File: src/rtl/fp_exp_pkg.sv
// Shared types and constants for the floating-point multiplier exponent path.
// Holds the sequencer state encoding, ALU op codes and half-precision defaults.
package fp_exp_pkg;

   localparam int HP_EXP_WIDTH = 5;
   localparam int HP_BIAS      = 15;

   localparam logic ALU_OP_ADD = 1'b0;
   localparam logic ALU_OP_SUB = 1'b1;

   typedef enum logic [2:0] {
      IDLE,
      ADD,
      SUB,
      NORM,
      DONE,
      ZERO
   } state_t;

endpackage

File: src/rtl/fp_exp_sequencer.sv
// Exponent-path sequencer: steps an external add/sub ALU through add, unbias and
// optional normalize, then classifies the result. Optional macro: FP_EXP_STICKY_FLAGS_EN.
module fp_exp_sequencer
   import fp_exp_pkg::*;
#(
   parameter int EXP_WIDTH = HP_EXP_WIDTH,
   parameter int BIAS      = HP_BIAS,
   parameter int ALU_WIDTH = EXP_WIDTH + 2
) (
   input  logic                 clk_in,
   input  logic                 rst_n_in,
   input  logic                 start_in,
   input  logic [EXP_WIDTH-1:0] exp_a_in,
   input  logic [EXP_WIDTH-1:0] exp_b_in,
   input  logic                 norm_in,
   output logic                 ready_out,
   output logic [ALU_WIDTH-1:0] alu_A_out,
   output logic [ALU_WIDTH-1:0] alu_B_out,
   output logic                 alu_op_out,
   input  logic [ALU_WIDTH-1:0] alu_result_in,
   input  logic                 alu_C_in,
   output logic                 done_out,
   output logic [EXP_WIDTH-1:0] exp_out,
   output logic                 ovf_out,
   output logic                 unf_out,
   output logic                 zero_out,
   output state_t               dbg_state_out,
   output logic                 dbg_alu_c_out
`ifdef FP_EXP_STICKY_FLAGS_EN
   ,
   input  logic                 flag_clr_in,
   output logic                 sticky_ovf_out,
   output logic                 sticky_unf_out
`endif
);

   localparam int EXT_W = ALU_WIDTH - EXP_WIDTH;
   localparam logic [ALU_WIDTH-1:0] OVF_LIMIT = ALU_WIDTH'((1 << EXP_WIDTH) - 1);

   state_t                 r_state;
   state_t                 w_state_nxt;
   logic [EXP_WIDTH-1:0]   r_ea;
   logic [EXP_WIDTH-1:0]   r_eb;
   logic                   r_norm;
   logic [ALU_WIDTH-1:0]   r_acc;
   logic                   r_alu_c;
   logic [EXP_WIDTH-1:0]   r_exp;
   logic                   r_ovf;
   logic                   r_unf;
   logic                   r_zero;

   logic [ALU_WIDTH-1:0]   w_alu_a;
   logic [ALU_WIDTH-1:0]   w_alu_b;
   logic                   w_alu_op;
   logic                   w_done;
   logic [EXP_WIDTH-1:0]   w_exp;
   logic                   w_ovf;
   logic                   w_unf;
   logic                   w_zero;
   logic                   w_cls_unf;
   logic                   w_cls_ovf;

   // acc is signed after unbiasing; non-positive means the exponent underflowed.
   assign w_cls_unf = r_acc[ALU_WIDTH-1] || (r_acc == '0);
   assign w_cls_ovf = !w_cls_unf && (r_acc >= OVF_LIMIT);

   always_comb begin
      w_state_nxt = r_state;
      w_alu_a     = '0;
      w_alu_b     = '0;
      w_alu_op    = ALU_OP_ADD;
      w_done      = 1'b0;
      w_exp       = r_exp;
      w_ovf       = r_ovf;
      w_unf       = r_unf;
      w_zero      = r_zero;
      case (r_state)
         IDLE: begin
            if (start_in) begin
               if (exp_a_in == '0 || exp_b_in == '0) w_state_nxt = ZERO;
               else                                  w_state_nxt = ADD;
            end
         end
         ADD: begin
            w_alu_a     = {{EXT_W{1'b0}}, r_ea};
            w_alu_b     = {{EXT_W{1'b0}}, r_eb};
            w_state_nxt = SUB;
         end
         SUB: begin
            w_alu_a     = r_acc;
            w_alu_b     = ALU_WIDTH'(BIAS);
            w_alu_op    = ALU_OP_SUB;
            w_state_nxt = r_norm ? NORM : DONE;
         end
         NORM: begin
            w_alu_a     = r_acc;
            w_alu_b     = ALU_WIDTH'(1);
            w_state_nxt = DONE;
         end
         DONE: begin
            w_done      = 1'b1;
            w_unf       = w_cls_unf;
            w_ovf       = w_cls_ovf;
            w_zero      = 1'b0;
            if (w_cls_unf)      w_exp = '0;
            else if (w_cls_ovf) w_exp = '1;
            else                w_exp = r_acc[EXP_WIDTH-1:0];
            w_state_nxt = IDLE;
         end
         ZERO: begin
            w_done      = 1'b1;
            w_zero      = 1'b1;
            w_ovf       = 1'b0;
            w_unf       = 1'b0;
            w_exp       = '0;
            w_state_nxt = IDLE;
         end
         default: w_state_nxt = IDLE;
      endcase
   end

   always_ff @(posedge clk_in or negedge rst_n_in) begin
      if (!rst_n_in) begin
         r_state <= IDLE;
         r_ea    <= '0;
         r_eb    <= '0;
         r_norm  <= 1'b0;
         r_acc   <= '0;
         r_alu_c <= 1'b0;
         r_exp   <= '0;
         r_ovf   <= 1'b0;
         r_unf   <= 1'b0;
         r_zero  <= 1'b0;
      end else begin
         r_state <= w_state_nxt;
         if (r_state == IDLE && start_in) begin
            r_ea   <= exp_a_in;
            r_eb   <= exp_b_in;
            r_norm <= norm_in;
         end
         if (r_state == ADD || r_state == SUB || r_state == NORM) begin
            r_acc   <= alu_result_in;
            r_alu_c <= alu_C_in;
         end
         // Results are shown combinationally in the done cycle, then held here.
         if (w_done) begin
            r_exp  <= w_exp;
            r_ovf  <= w_ovf;
            r_unf  <= w_unf;
            r_zero <= w_zero;
         end
      end
   end

`ifdef FP_EXP_STICKY_FLAGS_EN
   logic r_sticky_ovf;
   logic r_sticky_unf;

   // A flag raised in the same cycle as a clear takes priority.
   always_ff @(posedge clk_in or negedge rst_n_in) begin
      if (!rst_n_in) begin
         r_sticky_ovf <= 1'b0;
         r_sticky_unf <= 1'b0;
      end else begin
         if (w_done && w_ovf)  r_sticky_ovf <= 1'b1;
         else if (flag_clr_in) r_sticky_ovf <= 1'b0;
         if (w_done && w_unf)  r_sticky_unf <= 1'b1;
         else if (flag_clr_in) r_sticky_unf <= 1'b0;
      end
   end

   assign sticky_ovf_out = r_sticky_ovf;
   assign sticky_unf_out = r_sticky_unf;
`endif

   assign ready_out     = (r_state == IDLE);
   assign alu_A_out     = w_alu_a;
   assign alu_B_out     = w_alu_b;
   assign alu_op_out    = w_alu_op;
   assign done_out      = w_done;
   assign exp_out       = w_exp;
   assign ovf_out       = w_ovf;
   assign unf_out       = w_unf;
   assign zero_out      = w_zero;
   assign dbg_state_out = r_state;
   assign dbg_alu_c_out = r_alu_c;

endmodule

File: config.mk
export PLATFORM = sky130hd
export DESIGN_NAME = fp_exp_sequencer
export DESIGN_NICKNAME = d
export VERILOG_FILES = /design/src/rtl/fp_exp_pkg.sv /design/src/rtl/fp_exp_sequencer.sv
export SDC_FILE = /design/constraint.sdc
export NUM_CORES = 1
export LEC_CHECK = 0
export BUFFER_PORTS_ARGS = -buffer_cell sky130_fd_sc_hd__buf_2
export CORE_ASPECT_RATIO = 2
export CORE_UTILIZATION = 40
export CTS_CLUSTER_DIAMETER = 60
export DETAILED_ROUTE_END_ITERATION = 10
export PLACE_DENSITY = 0.74
export SYNTH_ARGS = -nofsm -noshare
export SYNTH_HDL_FRONTEND = slang
export SYNTH_SLANG_ARGS = --single-unit
File: constraint.sdc
create_clock -name clk_in -period 3.9 [get_ports clk_in]
set_input_delay 0.39 -clock clk_in [delete_from_list [all_inputs] [get_ports clk_in]]
set_output_delay 0.39 -clock clk_in [all_outputs]
set_load 0.05 [all_outputs]
; Yosys cells after proc, flatten, opt, wreduce, memory -nomap -nowiden
; Cells that the tools add are included.
[totals]
regBits = 30
output_inout_bits = 29
word_cells = 44
[classes]
order_cmp = 1
n_eq_ne = 6
mux = 14
reduce_logical = 13
[op_table]
columns = operator, n
row1 = $pmux W5 S3, 1
row2 = $pmux W7 S2, 1
row3 = $pmux W3 S4, 1
row4 = $logic_not A5 Y1, 2
row5 = $mux W5, 2
row6 = $pmux W5 S2, 1
row7 = $mux W3, 3
row8 = $ge A7 B5 Y1 const B, 1
row9 = $logic_not A7 Y1, 1
row10 = $eq A3 B2 Y1 const B, 2
row11 = $eq A3 B3 Y1 const B, 2
row12 = $pmux W1 S2, 3
row13 = $logic_or A1 B1 Y1, 4
row14 = $reduce_or A2 Y1, 2
row15 = $eq A3 B1 Y1 const B, 1
row16 = $logic_not A3 Y1, 1
row17 = $logic_and A1 B1 Y1, 2
row18 = $mux W1, 2
row19 = $ne A2 B2 Y1 const B, 1
row20 = $logic_not A1 Y1, 1

; Longest topological paths before layout
; Gate-level depths: netlist of run 1.
[logic_depth]
word_depth = 7
depth_mapped = 5
ltp_nobuf = 4

; Least setup slack after synthesis of run 1
; OpenSTA, ideal clock, no wires.
[synth_path]
kind = reg2out
start = reg r_state[1] (netlist: dbg_state_out[1])
end = out ovf_out
arrival_time_ps = 2633
required_time_ps = 3510
slack_ps = 877
path_stages_with_launch = 6
path_buffers = 1
cell_sequence = dfrtp_1 -> nand2b_1 -> buf_2 -> inv_1 -> nand2_1 -> o21ai_0
[synth_via]
elab_chain_cells = 2
word_cells_on_any_way = 3
classes_between = 2 x eq/ne / 1 x mux
[synth_rtl]
columns = element, line
row1 = start: declaration, fp_exp_sequencer.sv:40  ; state_t r_state;
row2 = start signal: assignment, fp_exp_sequencer.sv:135  ; r_state <= w_state_nxt;
row3 = $eq A3 B3 Y1, fp_exp_sequencer.sv:77  ; case (r_state)
row4 = $pmux W1 S2 *, fp_exp_sequencer.sv:77
row5 = end: declaration, fp_exp_sequencer.sv:24  ; output logic ovf_out,
; Mark *: on every way between the ends. The rest lies on a longest branch, timed or not.

; Worst setup path after layout of run 1
[layout_path]
start = reg r_state[2] (netlist: dbg_state_out[2])
end = out exp_out[0]
[layout_via]
elab_chain_cells = 2
word_cells_on_any_way = 3
classes_between = 2 x eq/ne / 1 x mux
[layout_rtl]
columns = element, line
row1 = $eq A3 B3 Y1, fp_exp_sequencer.sv:77
row2 = $pmux W5 S2 *, fp_exp_sequencer.sv:77
row3 = end: declaration, fp_exp_sequencer.sv:23  ; output logic [EXP_WIDTH-1:0] exp_out,
; Marked as above.

==> impl_metrics.xml, run 1 <==
<?xml version="1.0" encoding="UTF-8"?>
<metrics>
  <group name="outcome">
    <metric name="outcome" unit="">finished clean</metric>
  </group>
  <group name="clock_tree">
    <metric name="tritoncts_clock_tree" unit="">yes</metric>
    <metric name="worst_skew_pair.late_latency" unit="ns">0.28</metric>
    <metric name="tritoncts_num_sinks" unit="">30</metric>
    <metric name="cts_resized" unit="">0</metric>
    <metric name="clk_pin_slew_worst_paths" unit="ns">0.06</metric>
    <metric name="cts.path.max_buffers" unit="">2</metric>
    <metric name="post_cts_setup_buffer_count" unit="">0</metric>
    <metric name="clockRootBuffer" unit="">clkbuf_8</metric>
    <metric name="cts_hold_buffers_added" unit="">0</metric>
    <metric name="cts_buffers" unit="">5</metric>
    <metric name="number_of_levels_the_h_tree_was_split_into" unit="">2</metric>
  </group>
  <group name="floorplan">
    <metric name="coreArea" unit="mm2">0.00357</metric>
    <metric name="start_util" unit="">0.415</metric>
    <metric name="top_level_ports" unit="">51</metric>
    <metric name="fp-row-count" unit="">31</metric>
    <metric name="die-height" unit="um">88.1</metric>
    <metric name="floorplan.die.width" unit="um">45.0</metric>
    <metric name="die_area" unit="mm2">0.00397</metric>
  </group>
  <group name="layout">
    <metric name="fin_nets" unit="">205</metric>
    <metric name="filler_cell_count" unit="">367</metric>
    <metric name="flow.area_growth_from_synthesis" unit="%">23.7</metric>
    <metric name="diodes" unit="">0</metric>
    <metric name="finish.cell_count_without_fillers" unit="">233</metric>
    <metric name="layout-drive-gt1-share" unit="">0.424</metric>
  </group>
  <group name="critical_path">
    <metric name="worstPathCellList" unit="">nand2b_1 -&gt; inv_1 -&gt; nand2_1 -&gt; o21ai_0 -&gt; buf_2</metric>
    <metric name="startpoint_type" unit="">flop</metric>
    <metric name="worst_path_max_delay_cell" unit="">dfrtp_1</metric>
    <metric name="cpLargestDelayFamily" unit="">flip-flops</metric>
    <metric name="timing.critical_path.required" unit="ns">3.51</metric>
    <metric name="crit_arrival" unit="ns">2.12</metric>
    <metric name="worst_path_largest_cell_delay" unit="ns">0.65</metric>
    <metric name="crit_reg_reg_startpoint" unit="">dbg_state_out[2]</metric>
    <metric name="worst_setup_path_end_kind" unit="">primary output</metric>
    <metric name="worstSetupStartpoint" unit="">dbg_state_out[2]</metric>
    <metric name="rrSetupSlack" unit="ns">2.19</metric>
    <metric name="crit_type" unit="">reg2out</metric>
    <metric name="worst-path-max-fanout" unit="">19</metric>
    <metric name="path_buf_inv" unit="">2</metric>
  </group>
  <group name="place">
    <metric name="buffer_ports.inserted" unit="">48</metric>
    <metric name="number_of_placed_instances_with_taps_included" unit="">225</metric>
    <metric name="post_dp_hpwl" unit="um">2410</metric>
    <metric name="finalWeightedCongestion" unit="">0.743</metric>
  </group>
  <group name="sta">
    <metric name="grt_setup_unrepaired" unit="">false</metric>
    <metric name="slew-limit-headroom" unit="">0.570</metric>
    <metric name="period_needed" unit="ns">2.51</metric>
    <metric name="fmax" unit="GHz">0.399</metric>
    <metric name="final-max-slew-violation-count" unit="">0</metric>
    <metric name="final_setup_tns" unit="ns">0</metric>
    <metric name="tightest_slew" unit="ns">0.645</metric>
    <metric name="timing.final.setup_violations" unit="">0</metric>
    <metric name="period_share" unit="">0.643</metric>
    <metric name="final-hold-violation-count" unit="">0</metric>
    <metric name="skew" unit="ns">0.00428</metric>
  </group>
  <group name="global_routing">
    <metric name="initial_antenna_violation_count" unit="">0</metric>
    <metric name="global_route.usage.total" unit="">0.178</metric>
    <metric name="first_pass_grt_wire_length" unit="um">5060</metric>
    <metric name="grt_remaining_overflow" unit="">0</metric>
    <metric name="vias_in_the_first_global_route" unit="">1117</metric>
    <metric name="grt_max_degree" unit="">31</metric>
  </group>
  <group name="routing">
    <metric name="avgRoutedWirePerCell" unit="um">13.2</metric>
    <metric name="route.vias.total" unit="">1145</metric>
    <metric name="drt_drc_violations_left" unit="">0</metric>
    <metric name="number_of_search_and_repair_iterations_in_the_first_detailed_routing_pass" unit="">4</metric>
    <metric name="route.antenna.remaining_nets" unit="">0</metric>
    <metric name="detail_route.vias_per_cell" unit="">4.91</metric>
    <metric name="drt_first_iter_violations" unit="">20</metric>
    <metric name="drt_wl_total" unit="um">3090</metric>
  </group>
  <group name="logic_synthesis">
    <metric name="syn-cell-area" unit="mm2">0.00148</metric>
    <metric name="ys_seq_elements" unit="">30</metric>
    <metric name="synthArstFlopShare" unit="">1.00</metric>
    <metric name="synth_warnings" unit="">0</metric>
    <metric name="synthFlopType" unit="">dfrtp_1</metric>
    <metric name="synth_cell_type_count" unit="">29</metric>
    <metric name="synth-edff-count" unit="">0</metric>
    <metric name="yosysSeqAreaShare" unit="">0.507</metric>
    <metric name="post_synth_inst_count" unit="">136</metric>
    <metric name="syn-mean-instance-area" unit="um2">10.9</metric>
  </group>
  <group name="run">
    <metric name="maxCapViolations" unit="">0</metric>
  </group>
  <group name="worst_hold_path">
    <metric name="timing.hold.worst.class" unit="">in2async</metric>
  </group>
</metrics>
-- stage by stage --
step                setup slack [ns]  hold WS (ns)   util  area, um2
finish                          1.39         0.135  0.514       1830
global route                    1.20         0.178  0.514       1830
CTS                             1.38         0.161  0.514       1830
detailed placement              1.70         0.458  0.483       1720
global placement                1.76         0.455  0.483       1720
floorplan                      0.877        0.0944      -       1490
-- Yosys cell counts (all sizes together), types with 2 or more instances --
master	n	area, um2
nand2	16	60.1
a21oi	6	30.0
and2	3	21.3
nor3	3	20.0
nor2	9	33.8
dfrtp	30	751
o31ai	2	15.0
buf	8	60.1
nand2b	3	18.8
a22oi	5	37.5
o21ai	16	80.1
nor2b	4	25.0
or4	2	15.0
mux2	19	248
-- path summary, 6_finish.rpt --
check	to	cells past startpoint
setup / recovery	exp_out[0]	5
hold / removal	r_exp[0]	1
setup reg to reg	r_exp[0]	4
hold reg to reg	r_exp[1]	2
max in group asynchronous	dbg_alu_c_out	1
min in group clk_in	r_acc[5]	2
-- sequential cells by signal, summed over array words and instances (netlist names) --
register / flops
dbg_state_out: 3
r_zero: 1
r_ea: 5
r_acc: 7
r_norm: 1
r_eb: 5
r_unf: 1
dbg_alu_c_out: 1
r_ovf: 1
r_exp: 5
-- cells by family after synthesis --
kind of cell           count (synthesis)  synth area share
AND/OR/NAND/NOR                       42             0.139
other                                  1           0.00253
buffers and inverters                 10            0.0456
multiplexers                          20             0.174
flip-flops                            30             0.507
AO/OA/AOI/OAI                         33             0.132
-- placed cells by master (no fill, tap or decap) --
master and count:
mux2i_1 1, nand2_1 16, o21bai_2 1, a22o_1 1, buf_2 48, mux2_4 9
inv_1 1, a31oi_1 1, a21oi_1 6, and2_1 2, a22oi_1 5, nor2_1 9
conb_1 2, nand2b_1 3, or4_1 2, o31ai_1 2, and2_4 1, o22ai_1 1
nor4_1 1, clkbuf_8 8, mux2_2 10, nor3_2 1, o21ai_0 16, dfrtp_1 30
and3_1 1, nor3_1 2, nor2b_1 4
-- area by class of cell --
| class | count | area [um2] | area share |
|---|---|---|---|
| Inverter | 1 | 3.75 | 0.00205 |
| Clock buffer | 8 | 110 | 0.0601 |
| Tap cell | 49 | 61.3 | 0.0334 |
| Timing Repair Buffer | 48 | 240 | 0.131 |
| Multi-Input combinational cell | 97 | 667 | 0.364 |
| Sequential cell | 30 | 751 | 0.410 |
-- routing by layer --
layer  vias up  wire length [um]  share of wire  GRT usage
li1        569                 -              -          -
met5         -                 0              0          0
met2        30              1700           0.55      0.304
met1       540              1180           0.38      0.188
met4         0                79          0.026     0.0992
met3         6               134          0.043     0.0495
Power of run 1 is not shown: default switching activity piles up to over one toggle a cycle in this logic, so the estimate is an artifact.
==> inputs of run 2 (changes only) <==
--- a/config.mk
+++ b/config.mk
@@ -10,7 +10,7 @@
 export CORE_UTILIZATION = 40
 export CTS_CLUSTER_DIAMETER = 60
 export DETAILED_ROUTE_END_ITERATION = 10
-export PLACE_DENSITY = 0.74
+export PLACE_DENSITY = 0.77
 export SYNTH_ARGS = -nofsm -noshare
 export SYNTH_HDL_FRONTEND = slang
 export SYNTH_SLANG_ARGS = --single-unit
==> constraint.sdc (replaced) <==
create_clock -name clk_in -period 2.27 [get_ports clk_in]
set_input_delay 0.227 -clock clk_in [delete_from_list [all_inputs] [get_ports clk_in]]
set_output_delay 0.227 -clock clk_in [all_outputs]
set_load 0.05 [all_outputs]
==> run 2 against run 1 <==
Global-route usage up 0.31 points. Final cell count grew 2.1%. Core utilization grew 1.2 points. Register-to-register slack got worse by 1.6 ns. Via count rose by 3.6%. Sequential share of layout area decreased by 0.90 points. Non-clock buffer count rose by 5. Design area increased by 2.3%. Clock skew is 0.0010 ns higher.
==> impl_metrics.xml, run 2 (synthesis results as in run 1) <==
<?xml version="1.0" encoding="UTF-8"?>
<metrics>
  <group name="outcome">
    <metric name="outcome" unit="">finished clean</metric>
  </group>
  <group name="sta">
    <metric name="period_needed" unit="ns">2.01</metric>
    <metric name="tightest_slew" unit="ns">0.662</metric>
    <metric name="period_share" unit="">0.886</metric>
    <metric name="final-max-slew-violation-count" unit="">0</metric>
    <metric name="final-hold-violation-count" unit="">0</metric>
    <metric name="timing.final.setup_violations" unit="">0</metric>
    <metric name="slew-limit-headroom" unit="">0.559</metric>
    <metric name="fmax" unit="GHz">0.497</metric>
    <metric name="final_setup_tns" unit="ns">0</metric>
    <metric name="grt_setup_unrepaired" unit="">false</metric>
    <metric name="skew" unit="ns">0.00530</metric>
  </group>
  <group name="worst_hold_path">
    <metric name="timing.hold.worst.class" unit="">in2reg</metric>
  </group>
  <group name="global_routing">
    <metric name="grt_remaining_overflow" unit="">0</metric>
    <metric name="global_route.usage.total" unit="">0.181</metric>
    <metric name="vias_in_the_first_global_route" unit="">1163</metric>
    <metric name="first_pass_grt_wire_length" unit="um">5130</metric>
    <metric name="initial_antenna_violation_count" unit="">0</metric>
    <metric name="grt_max_degree" unit="">31</metric>
  </group>
  <group name="routing">
    <metric name="detail_route.vias_per_cell" unit="">4.98</metric>
    <metric name="number_of_search_and_repair_iterations_in_the_first_detailed_routing_pass" unit="">4</metric>
    <metric name="drt_drc_violations_left" unit="">0</metric>
    <metric name="drt_first_iter_violations" unit="">16</metric>
    <metric name="route.antenna.remaining_nets" unit="">0</metric>
    <metric name="route.vias.total" unit="">1186</metric>
    <metric name="avgRoutedWirePerCell" unit="um">13.2</metric>
    <metric name="drt_wl_total" unit="um">3140</metric>
  </group>
  <group name="place">
    <metric name="post_dp_hpwl" unit="um">2430</metric>
    <metric name="finalWeightedCongestion" unit="">0.856</metric>
    <metric name="buffer_ports.inserted" unit="">48</metric>
  </group>
  <group name="layout">
    <metric name="diodes" unit="">0</metric>
    <metric name="final_common_cell" unit="">buf_2</metric>
    <metric name="flow.area_growth_from_synthesis" unit="%">26.5</metric>
    <metric name="largest_register_ff_count" unit="">7</metric>
    <metric name="fin_nets" unit="">210</metric>
    <metric name="layout-drive-gt1-share" unit="">0.439</metric>
    <metric name="layout.cells.most_common_list" unit="">buf_2 (48), dfrtp_1 (30), nand2_1 (16)</metric>
    <metric name="top_register" unit="">r_acc</metric>
  </group>
  <group name="critical_path">
    <metric name="worstPathCellList" unit="">nand2b_1 -&gt; inv_1 -&gt; nand2_1 -&gt; o21ai_1 -&gt; buf_2</metric>
    <metric name="worst_setup_path_end_kind" unit="">primary output</metric>
    <metric name="worst_path_max_delay_cell" unit="">dfrtp_1</metric>
    <metric name="worst-path-max-fanout" unit="">10</metric>
    <metric name="startpoint_type" unit="">flop</metric>
    <metric name="crit_type" unit="">reg2out</metric>
    <metric name="timing.critical_path.required" unit="ns">2.04</metric>
    <metric name="worst_path_largest_cell_delay" unit="ns">0.48</metric>
    <metric name="crit_arrival" unit="ns">1.79</metric>
  </group>
  <group name="clock_tree">
    <metric name="cts_buffers" unit="">5</metric>
    <metric name="tritoncts_clock_tree" unit="">yes</metric>
    <metric name="clockRootBuffer" unit="">clkbuf_8</metric>
    <metric name="number_of_levels_the_h_tree_was_split_into" unit="">2</metric>
    <metric name="tritoncts_num_sinks" unit="">30</metric>
    <metric name="clk_pin_slew_worst_paths" unit="ns">0.06</metric>
    <metric name="worst_skew_pair.late_latency" unit="ns">0.29</metric>
    <metric name="cts.path.max_buffers" unit="">2</metric>
  </group>
  <group name="run">
    <metric name="maxCapViolations" unit="">0</metric>
  </group>
  <group name="floorplan">
    <metric name="coreArea" unit="mm2">0.00357</metric>
    <metric name="fp-row-count" unit="">31</metric>
    <metric name="die_area" unit="mm2">0.00397</metric>
    <metric name="top_level_ports" unit="">51</metric>
    <metric name="die-height" unit="um">88.1</metric>
    <metric name="floorplan.die.width" unit="um">45.0</metric>
    <metric name="start_util" unit="">0.415</metric>
  </group>
</metrics>
## run 2: cell types whose count changed in the layout (fill, tap and decap cells not counted), sizes merged
cell         before  now
bufinv            0    1
dlygate4sd3       0    1
clkbuf            8    5
buf              48   52
clkinv            0    2
## run 2: per-stage QoR
stage	hold WS, ns	worst slack [ns]	cells	util	cell area [um2]
after floorplan	-0.0686	-0.230	137	-	1490
after global placement	0.291	0.530	229	0.491	1750
after detailed placement	0.299	0.503	229	0.491	1750
after CTS	0.167	0.172	238	0.525	1870
after global routing	0.172	0.112	238	0.525	1870
final	0.171	0.258	238	0.525	1870
## run 2: area by class of cell
type,instances,area [um2]
fill,348,1690
sequential,30,751
multi-input combinational,97,669
timing repair buffer,53,280
clock buffer,5,68.8
tap,49,61.3
clock inverter,3,40.0
inverter,1,3.75
## run 2: repair_timing
action                     in CTS  in global routing
setup endpoints to repair       0                  1
setup buffers                   0                  0
hold endpoints to repair       30                  0
hold buffers                    1                  0
gates resized for setup         0                  1
## run 2: worst max-delay path: cells and delay by family, from the launching register on
kind                   cells  cell delay [ns]
buffers and inverters      2             0.43
flip-flops                 1             0.48
AND/OR/NAND/NOR            2             0.43
AO/OA/AOI/OAI              1             0.15
## run 2: metal layers
metal / part of all wire / GRT usage
met1: 0.39 / 0.190
met2: 0.54 / 0.307
met3: 0.043 / 0.0577
met4: 0.022 / 0.0992
met5: 0 / 0
## run 2: final timing paths
kind	startpoint	endpoint	slack, ns	cells after the start
worst max register to register	dbg_state_out[1]	r_ea[4]	0.59	4
worst max-delay path	dbg_state_out[1]	ovf_out	0.26	5
worst min-delay path	alu_result_in[3]	r_acc[3]	0.17	2
max in group asynchronous	rst_n_in	r_exp[2]	1.33	2
worst min register to register	r_exp[3]	r_exp[3]	0.47	2
min in group asynchronous	rst_n_in	r_zero	0.50	2
Power of run 2 is left out for the same reason.
==> inputs of run 3 (changes only) <==
--- a/config.mk
+++ b/config.mk
@@ -6,7 +6,8 @@
 export NUM_CORES = 1
 export LEC_CHECK = 0
 export BUFFER_PORTS_ARGS = -buffer_cell sky130_fd_sc_hd__buf_2
-export CORE_ASPECT_RATIO = 2
+export CORE_ASPECT_RATIO = 1.1
+export CORE_MARGIN = 2
 export CORE_UTILIZATION = 40
 export CTS_CLUSTER_DIAMETER = 60
 export DETAILED_ROUTE_END_ITERATION = 10
==> constraint.sdc (replaced) <==
create_clock -name clk_in -period 2.27 [get_ports clk_in]
set_input_delay 0.1135 -clock clk_in [delete_from_list [all_inputs] [get_ports clk_in]]
set_output_delay 0.1135 -clock clk_in [all_outputs]
set_load 0.05 [all_outputs]
==> run 3 against run 2 <==
Setup slack worse by 0.022 ns. Maximum frequency shrank 1.1%. Worst hold slack lost 0.11 ns. Sequential share of layout area up 0.57 points. Critical path depth is 1 lower. Final cell count unchanged. Global-route usage shrank 1.2 points. Highest routed layer unchanged. First-iteration DRC count grew to 3.8 times the previous value. Register-to-register slack improved by 0.07 ns. Count of clock-buffer cells in the layout increased by 2.
==> impl_metrics.xml, run 3 (synthesis results as in run 1) <==
<?xml version="1.0" encoding="UTF-8"?>
<metrics>
  <group name="layout">
    <metric name="fin_nets" unit="">209</metric>
    <metric name="regArea" unit="um2">751</metric>
    <metric name="largest_register_ff_count" unit="">7</metric>
    <metric name="flow.area_growth_from_synthesis" unit="%">24.7</metric>
    <metric name="diodes" unit="">0</metric>
    <metric name="layout-drive-gt1-share" unit="">0.426</metric>
    <metric name="multiInputGateArea" unit="um2">667</metric>
    <metric name="top_register" unit="">r_acc</metric>
    <metric name="layout.cells.most_common_list" unit="">buf_2 (48), dfrtp_1 (30), nand2_1 (16)</metric>
    <metric name="filler_cell_count" unit="">346</metric>
    <metric name="layout.cell_area.non_filler" unit="mm2">0.00185</metric>
    <metric name="final_common_cell" unit="">buf_2</metric>
  </group>
  <group name="sta">
    <metric name="grt_setup_unrepaired" unit="">false</metric>
    <metric name="period_share" unit="">0.896</metric>
    <metric name="final-max-slew-violation-count" unit="">0</metric>
    <metric name="slew-limit-headroom" unit="">0.547</metric>
    <metric name="tightest_slew" unit="ns">0.680</metric>
    <metric name="fmax" unit="GHz">0.492</metric>
    <metric name="skew" unit="ns">0.00482</metric>
    <metric name="timing.final.setup_violations" unit="">0</metric>
    <metric name="period_needed" unit="ns">2.03</metric>
    <metric name="final-hold-violation-count" unit="">0</metric>
  </group>
  <group name="worst_hold_path">
    <metric name="timing.hold.worst.class" unit="">in2reg</metric>
    <metric name="worst_hold_startpoint" unit="">alu_result_in[0]</metric>
    <metric name="hold_path_end" unit="">r_acc[0]</metric>
    <metric name="hold_path_depth" unit="">2</metric>
  </group>
  <group name="routing">
    <metric name="route.antenna.remaining_nets" unit="">0</metric>
    <metric name="drt_first_iter_violations" unit="">61</metric>
    <metric name="avgRoutedWirePerCell" unit="um">13.2</metric>
    <metric name="detail_route.vias_per_cell" unit="">4.91</metric>
    <metric name="route.vias.total" unit="">1168</metric>
    <metric name="drt_drc_violations_left" unit="">0</metric>
    <metric name="drt_wl_total" unit="um">3150</metric>
    <metric name="number_of_search_and_repair_iterations_in_the_first_detailed_routing_pass" unit="">4</metric>
  </group>
  <group name="critical_path">
    <metric name="startpoint_type" unit="">flop</metric>
    <metric name="rrSetupSlack" unit="ns">0.66</metric>
    <metric name="timing.reg2reg.worst_path_depth" unit="">3</metric>
    <metric name="crit_type" unit="">reg2out</metric>
    <metric name="crit_reg_reg_startpoint" unit="">dbg_state_out[1]</metric>
    <metric name="worst-path-max-fanout" unit="">16</metric>
    <metric name="timing.critical_path.required" unit="ns">2.16</metric>
    <metric name="crit_arrival" unit="ns">1.92</metric>
    <metric name="regToRegEndpoint" unit="">r_ea[4]</metric>
    <metric name="worst_setup_path_end_kind" unit="">primary output</metric>
  </group>
  <group name="floorplan">
    <metric name="die_area" unit="mm2">0.00421</metric>
    <metric name="start_util" unit="">0.412</metric>
    <metric name="floorplan.die.width" unit="um">62.0</metric>
    <metric name="fp-row-count" unit="">23</metric>
    <metric name="die-height" unit="um">67.8</metric>
    <metric name="coreArea" unit="mm2">0.00360</metric>
    <metric name="top_level_ports" unit="">51</metric>
  </group>
  <group name="place">
    <metric name="buffer_ports.inserted" unit="">48</metric>
    <metric name="finalWeightedCongestion" unit="">0.793</metric>
    <metric name="dpl_cell_area" unit="mm2">0.00175</metric>
    <metric name="post_dp_hpwl" unit="um">2360</metric>
  </group>
  <group name="global_routing">
    <metric name="vias_in_the_first_global_route" unit="">1090</metric>
    <metric name="initial_antenna_violation_count" unit="">0</metric>
    <metric name="first_pass_grt_wire_length" unit="um">5150</metric>
    <metric name="grt_remaining_overflow" unit="">0</metric>
    <metric name="global_route.usage.total" unit="">0.169</metric>
    <metric name="grt_max_degree" unit="">31</metric>
  </group>
  <group name="clock_tree">
    <metric name="cts_resized" unit="">0</metric>
    <metric name="post_cts_setup_buffer_count" unit="">0</metric>
    <metric name="clockRootBuffer" unit="">clkbuf_8</metric>
    <metric name="cts_buffers" unit="">5</metric>
    <metric name="number_of_levels_the_h_tree_was_split_into" unit="">2</metric>
    <metric name="worst_skew_pair.late_latency" unit="ns">0.28</metric>
    <metric name="clk_pin_slew_worst_paths" unit="ns">0.06</metric>
    <metric name="tritoncts_clock_tree" unit="">yes</metric>
    <metric name="tritoncts_num_sinks" unit="">30</metric>
    <metric name="cts.path.max_buffers" unit="">2</metric>
  </group>
  <group name="outcome">
    <metric name="outcome" unit="">finished clean</metric>
  </group>
  <group name="run">
    <metric name="maxCapViolations" unit="">0</metric>
  </group>
</metrics>
run 3: cell count changes in the layout (fill, tap and decap cells not counted), sizes merged:
cell    before  now
clkbuf       5    7
bufinv       1    0
clkinv       2    1
buf         52   51
run 3: what timing repair did:
item	CTS	global route
hold buffers	1	0
setup endpoints to repair	0	0
hold endpoints to repair	30	0
run 3: how the worst max path moves through the flow:
stage,startpoint,to,slack [ns],depth (start not counted)
after floorplan,dbg_state_out[1],exp_out[1],-0.12,4
after detailed placement,dbg_state_out[1],alu_A_out[3],0.54,4
after CTS,dbg_state_out[1],alu_A_out[3],0.23,4
after global routing,dbg_state_out[1],exp_out[3],0.04,5
final,dbg_state_out[1],alu_A_out[1],0.24,4
after global placement,dbg_state_out[1],alu_A_out[3],0.57,4
run 3: per-layer routing:
metal,share of wire,GRT usage,vias to the layer above
li1,-,-,577
met1,0.46,0.227,549
met2,0.46,0.249,37
met3,0.062,0.0548,5
met4,0.017,0.0718,0
met5,0,0,-
run 3: final cells by class:
| cell class | count | share of cell area |
|---|---|---|
| Inverter | 1 | 0.00203 |
| Timing Repair Buffer | 52 | 0.148 |
| Clock buffer | 7 | 0.0467 |
| Multi-Input combinational cell | 97 | 0.361 |
| Tap cell | 50 | 0.0339 |
| Clock inverter | 1 | 0.00271 |
| Sequential cell | 30 | 0.406 |
run 3: through the flow:
stage                     cells  hold slack, ns  setup TNS, ns  utilization  worst slack, ns
after global routing        238          0.0507              0        0.514           0.0366
final                       238          0.0591              0        0.514            0.236
after CTS                   238          0.0522              0        0.514            0.227
after detailed placement    229           0.197              0        0.486            0.537
after floorplan             137          -0.182         -0.739            -           -0.116
after global placement      229           0.193              0        0.486            0.567
run 3: critical path, stage by stage, from the launching register on:
cell and delay [ns]:
dfrtp_1 0.56, nor2b_1 0.53, a22oi_1 0.14, nor2_1 0.14, buf_2 0.28
Power of run 3 is left out for the same reason.
